--- src/rtl/regfile_pkg.sv ---
// Shared register-file constants and types for the write-port arbiter.
package regfile_pkg;
    localparam int ADDR_W   = 3;
    localparam int DATA_W   = 8;
    localparam int NUM_REGS = 8;
    localparam logic [ADDR_W-1:0] REG_ZERO = 3'd0;

    typedef logic [ADDR_W-1:0] reg_addr_t;
    typedef logic [DATA_W-1:0] reg_data_t;
endpackage

--- src/rtl/rr_arbiter.sv ---
// Combinational round-robin picker: first set req bit at or after ptr, wrapping modulo N.
module rr_arbiter #(
    parameter int N  = 3,
    parameter int PW = (N > 1) ? $clog2(N) : 1
) (
    input  logic [N-1:0]  req,
    input  logic [PW-1:0] ptr,
    input  logic          hold,
    output logic [N-1:0]  grant,
    output logic [PW-1:0] grant_idx,
    output logic          grant_vld
);
    logic [PW-1:0] idx;

    always_comb begin
        grant     = '0;
        grant_idx = '0;
        grant_vld = 1'b0;
        idx       = '0;
        if (!hold) begin
            for (int k = 0; k < N; k++) begin
                idx = PW'((int'(ptr) + k) % N);
                if (!grant_vld && req[idx]) begin
                    grant[idx] = 1'b1;
                    grant_idx  = idx;
                    grant_vld  = 1'b1;
                end
            end
        end
    end
endmodule

--- src/rtl/regfile_write_arbiter.sv ---
// Round-robin sharing of the register file's single write port with a registered output stage.
// Define REGFILE_R0_PROTECT_EN to accept but never write requests that target R0.
module regfile_write_arbiter #(
    parameter int NUM_REQ = 3,
    parameter int ADDR_W  = regfile_pkg::ADDR_W,
    parameter int DATA_W  = regfile_pkg::DATA_W
) (
    input  logic                      clk,
    input  logic                      rst,
    input  logic                      wr_hold,
    input  logic [NUM_REQ-1:0]        req_valid,
    input  logic [NUM_REQ*ADDR_W-1:0] req_addr,
    input  logic [NUM_REQ*DATA_W-1:0] req_data,
    output logic [NUM_REQ-1:0]        req_ready,
    output logic                      RegWrite,
    output logic [ADDR_W-1:0]         Register_Destination,
    output logic [DATA_W-1:0]         data_in,
    output logic [2:0]                grant_id
);
    import regfile_pkg::*;

    localparam int PW = (NUM_REQ > 1) ? $clog2(NUM_REQ) : 1;

    logic [PW-1:0]     rr_ptr;
    logic [NUM_REQ-1:0] grant;
    logic [PW-1:0]     gidx;
    logic              gvld;
    logic [ADDR_W-1:0] sel_addr;
    logic [DATA_W-1:0] sel_data;

    // Holding the arbiter during reset keeps req_ready low asynchronously.
    rr_arbiter #(.N(NUM_REQ), .PW(PW)) u_arb (
        .req       (req_valid),
        .ptr       (rr_ptr),
        .hold      (wr_hold | ~rst),
        .grant     (grant),
        .grant_idx (gidx),
        .grant_vld (gvld)
    );

    assign req_ready = grant;
    assign sel_addr  = req_addr[gidx*ADDR_W +: ADDR_W];
    assign sel_data  = req_data[gidx*DATA_W +: DATA_W];

    always_ff @(posedge clk or negedge rst) begin
        if (!rst) begin
            rr_ptr               <= '0;
            RegWrite             <= 1'b0;
            Register_Destination <= '0;
            data_in              <= '0;
            grant_id             <= '0;
        end else begin
            RegWrite <= 1'b0;
            if (gvld) begin
                rr_ptr               <= (gidx == PW'(NUM_REQ - 1)) ? '0 : gidx + 1'b1;
                Register_Destination <= sel_addr;
                data_in              <= sel_data;
                grant_id             <= 3'(gidx);
`ifdef REGFILE_R0_PROTECT_EN
                // Handshake still completes so the requester drains; only the write is suppressed.
                RegWrite             <= (sel_addr != ADDR_W'(REG_ZERO));
`else
                RegWrite             <= 1'b1;
`endif
            end
        end
    end
endmodule
--- config.mk ---
export PLATFORM = sky130hd
export DESIGN_NAME = regfile_write_arbiter
export DESIGN_NICKNAME = d
export VERILOG_FILES = /design/src/rtl/regfile_pkg.sv /design/src/rtl/rr_arbiter.sv /design/src/rtl/regfile_write_arbiter.sv
export SDC_FILE = /design/constraint.sdc
export NUM_CORES = 1
export LEC_CHECK = 0
export CORE_ASPECT_RATIO = 0.9
export CORE_MARGIN = 2
export CORE_UTILIZATION = 40
export CTS_CLUSTER_SIZE = 8
export DETAILED_ROUTE_END_ITERATION = 8
export DONT_BUFFER_PORTS = 1
export GPL_ROUTABILITY_DRIVEN = 0
export PLACE_DENSITY_LB_ADDON = 0.12
export SLEW_MARGIN = 5
export SYNTH_ARGS = -nofsm -noshare
export SYNTH_HDL_FRONTEND = slang
export SYNTH_SLANG_ARGS = --single-unit
--- constraint.sdc ---
create_clock -name clk -period 2.9 [get_ports clk]
set_input_delay 0.87 -clock clk [delete_from_list [all_inputs] [get_ports clk]]
set_output_delay 0.87 -clock clk [all_outputs]
set_load 0.1 [all_outputs]
# Yosys cells after proc, flatten, opt, wreduce, memory -nomap -nowiden
# Cells that the tools add are included.
# Widths: inputs -> output; s select.
[word_totals] regBits=16 input_bits=39 out_inout_bits=18 word_cells=62
[classes] addsub=3 mul=1 div=3 order_cmp=6 eq_ne=1 shift=2 muxes=30 bitwise=4 reduce_logical=7
[ops] op="$mod 32x3->32 const B" n=2
[ops] op="$mod 3x3->32 const B" n=1
[ops] op="$shiftx 24x6->8" n=1
[ops] op="$mux 3" n=6
[ops] op="$mux 1" n=13
[ops] op="$mux 2" n=5
[ops] op="$lt 2x3->1 const B" n=3
[ops] op="$shiftx 9x5->3" n=1
[ops] op="$bmux 1 s2" n=3
[ops] op="$demux 1 s2" n=3
[ops] op="$ge 2x1->1 const B" n=3
[ops] op="$or 3x3->3" n=2
[ops] op="$logic_and 1x1->1" n=5
[ops] op="$mul 2x2->4 const B" n=1
[ops] op="$add 2x1->3 const B" n=1
[ops] op="$add 2x2->3 const B" n=1
[ops] op="$add 2x1->2 const B" n=1
[ops] op="$eq 2x2->1 const B" n=1
[ops] op="$logic_not 1->1" n=2
[ops] op="$not 1->1" n=1
[ops] op="$or 1x1->1" n=1

# Longest topological paths before layout
[depth] depth_word=15 ltp_mapped=10 ltp_nobuf=9

# Cells and area by module
# A second synthesis with hierarchy kept.
[unflattened] hier_cells=135 area_unflattened_um2=1365.1
[modules_own_cells] module="regfile_write_arbiter" instances=1 cells_per_inst=79 area_per_inst_um2=967.2
[modules_own_cells] module="rr_arbiter" instances=1 cells_per_inst=56 area_per_inst_um2=397.9

# Worst setup path after synthesis
# OpenSTA, ideal clock, no wires.
[synth_timing] path_type="input-to-output" from="input req_valid[1]" to="output req_ready[0]" arrival_time_ns=3.874 path_slack_ns=-1.844 cell_stages=6 n_path_buf=0 cell_sequence="nor2b_1 > and2_1 > or2_1 > nor2_1 > a22oi_1 > a211oi_1"
[synth_via] elab_chain_cells=12 elab_cells_between_ends=22 cone_classes="mux: 16; bitwise: 2; reduce/logical: 4"
[synth_rtl] element="start: declaration" line="regfile_write_arbiter.sv:11" rtl="input logic [NUM_REQ-1:0] req_valid,"
[synth_rtl] element="$bmux 1 s2" line="rr_arbiter.sv:23" rtl="if (!grant_vld && req[idx]) begin"
[synth_rtl] element="$mux 1 (not written as such)" line="rr_arbiter.sv:23"
[synth_rtl] element="$mux 1" line="rr_arbiter.sv:23"
[synth_rtl] element="$mux 1" line="rr_arbiter.sv:20" rtl="if (!hold) begin"
[synth_rtl] element="$logic_not 1->1" line="rr_arbiter.sv:23"
[synth_rtl] element="$logic_and 1x1->1" line="rr_arbiter.sv:23"
[synth_rtl] element="$mux 1" line="rr_arbiter.sv:23"
[synth_rtl] element="$mux 1" line="rr_arbiter.sv:20"
[synth_rtl] element="$logic_not 1->1" line="rr_arbiter.sv:23"
[synth_rtl] element="$logic_and 1x1->1" line="rr_arbiter.sv:23"
[synth_rtl] element="$mux 3 (*)" line="rr_arbiter.sv:23"
[synth_rtl] element="$mux 3 (*)" line="rr_arbiter.sv:20"
[synth_rtl] element="end: declaration" line="regfile_write_arbiter.sv:14" rtl="output logic [NUM_REQ-1:0] req_ready,"
# Every way passes the cells marked *; elsewhere a longest branch is shown, timed or not. The select of a mux whose other input is x is not followed.

# Final worst setup path
[layout_timing] from="register rr_ptr[0]" to="output req_ready[1]"
[layout_via] elab_chain_cells=13 elab_cells_between_ends=42 cone_classes="add/sub: 2; div: 3; order compare: 6; mux: 22; bitwise: 2; reduce/logical: 7"
[layout_rtl] element="start: declaration" line="regfile_write_arbiter.sv:24" rtl="logic [PW-1:0] rr_ptr;"
[layout_rtl] element="start signal: assignment" line="regfile_write_arbiter.sv:55" rtl="rr_ptr <= (gidx == PW'(NUM_REQ - 1)) ? '0 : gidx + 1'b1;"
[layout_rtl] element="parallel branches: the longest is 11 deep, another holds $mod 32x3->32"
[layout_rtl] element="$mux 3 (*)" line="rr_arbiter.sv:23"
[layout_rtl] element="$mux 3 (*)" line="rr_arbiter.sv:20"
# Mark *: on every way between the ends. The select of a mux whose other input is x is not followed.

==> metrics.txt <==
vias per cell=between 6 and 7; reg2reg setup slack=190 ps; vias in the first global route=approximately 900; nets=160; number of buffers created by CTS=3; number of routed nets with antenna violations=0; DP HPWL=between 2000 and 2500 um; Die H=53.5 um; failing checks=setup timing; max_cap viols=0; Initial Util=0.434; Max Clock Freq=327 MHz; flops & latches, synth=16; core area=2510 sq um; top cell type's share of synthesized area=0.367; DR vias=roughly 900; Startpoint Class=register; RSZ-0062 raised after global routing=yes; DIE AREA=between 3000 and 4000 sq um; Worst-Skew Late Latency=approximately 290 ps; fill count=between 200 and 250; Area Growth Syn to Fin=24.5%; TritonCTS Sinks=16; crit-path max FO=6; Layout Utilization=0.540; Mean Syn Cell Area=around 10 sq um; Tot GR Track Use=0.181; Row Count=17; Clock transition at path regs=approximately 90 ps; Period minus WS final=3060 ps; top post-synthesis cells by count=dfrtp_1, nor2_1, a221oi_1; cts hold-fix bufs=0; Crit path arrival time=~2200 ps; Post-Syn Area=around 1100 sq um; IO buf count=0; antenna violations before repair=0; fin crit share=1.05; CP endpoint kind=output port; first-pass GRT wire length=approximately 4200 um; register area share after synthesis=0.367; Synth Flop Type=dfrtp_1; I/O pin count=57; distinct cell type count after synthesis=34; Finish-stage setup viols=3; Post-synth EDFFs=0; Req. time, crit path=roughly 2000 ps; synthesized instance count=roughly 100; clock tree buffer depth=2; Hold Path Class=primary input to asynchronous set/reset pin; root buf cell=clkbuf_4; YS warnings=0; CTS tree=built; Antenna Cells=0; Mapped Nets=~150; asr flop ratio synth=1.00; largest net degree at the start of global routing=19; outcome=complete, but fails checks; fin worst setup slack=-155 ps; drt wl/cell=roughly 18 um; ratio of cells with drive above 1 in the final layout=0.448; total wire length=2590 um; # DRC=0; post-route insts no fill=144; GRT overflow=0; Slew @ Worst Pin=approximately 1200 ps; Hold Vio Cnt, Final=0; largest cells by area after synthesis=dfrtp_1, o2bb2ai_2, a221oi_1, nor2_1, ha_1; Final TNS setup=-425 ps; dpl cells=about 140; critical path class=register to output port; H-tree depth=1; clk_skew=~1.8 ps; Die W=between 50 and 60 um; TritonRoute pass-1 iters=4; relative slew slack=0.227; Slew Limit Fails=0; Initial DRC Count=44; leading area contributor after synthesis=dfrtp_1
[routing by layer]
layer / wire length, um / track usage / share of wire
met2: 1250 / 0.274 / 0.48
met5: 0 / 0 / 0
met3: 188 / 0.0611 / 0.073
met1: 1130 / 0.246 / 0.44
met4: 23 / 0.0530 / 0.0089
[area by class of cell]
type	count	area, sq um	area share
multi-input combinational	78	723	0.533
sequential	16	400	0.295
inverter	4	15.0	0.0111
clock buffer	4	36.3	0.0268
timing repair buffer	14	146	0.108
tap	28	35.0	0.0258
[per-stage QoR]
step                      area, sq um  hold slack [ps]  setup slack, ps
after global routing             1360              242             -246
after detailed placement         1250              538            -3.82
after floorplan                  1140              506             -406
after CTS                        1330              252             -169
final                            1360              263             -155
after global placement           1250              530            -21.6
[flip-flops by register name, summed over array words and instances (netlist names)]
signal,count
data_in,8
grant_id,2
Register_Destination,3
RegWrite,1
rr_ptr,2
[final timing paths]
check | to | start | cells after the start
min in group clk | rr_ptr[0] | rr_ptr[0] | 2
worst min-delay path | grant_id[0] | rst | 0
max in group asynchronous | data_in[7] | rst | 0
worst max register to register | data_in[0] | rr_ptr[0] | 8
worst min register to register | rr_ptr[0] | rr_ptr[0] | 2
worst max-delay path | req_ready[1] | rr_ptr[0] | 8
[layout by cell type, fill, tap and decap left out, types with 2 or more instances in the layout]
cell type	synthesis	final
a21oi_4	0	2
buf_4	1	10
clkbuf_4	0	3
inv_1	4	3
o21ai_2	1	2
nand2_1	6	6
buf_12	0	3
a221oi_1	11	11
ha_2	0	2
o2bb2ai_2	10	10
nor2_1	16	14
dfrtp_1	16	16
nor2b_1	4	2
[worst max-delay path, stage by stage, from the launching register on]
cell and delay (ps):
dfrtp_1 400, buf_6 130, ha_2 220, nor2b_2 180, mux2i_4 130, buf_4 160, or2_2 300, a21oi_4 180
buf_12 190
[repair_timing]
| action | CTS | global route |
|---|---|---|
| endpoints found under the setup margin | 3 | 3 |
| buffers inserted | 2 | 1 |
| resized for setup | 8 | 5 |
| pin swaps | 2 | 0 |
| gates cloned | 0 | 0 |
[logic make-up after synthesis]
| logic type | count (synthesis) | synth area share |
|---|---|---|
| compound gates | 36 | 0.328 |
| fa+ha+maj | 4 | 0.0459 |
| buf+inv | 10 | 0.0551 |
| flops | 16 | 0.367 |
| mux | 4 | 0.0528 |
| other cells | 1 | 0.00344 |
| simple gates | 33 | 0.147 |
Power is left out: the tool's default activity adds up to more than one toggle a clock period on the data nets, which glitch-free logic cannot reach.
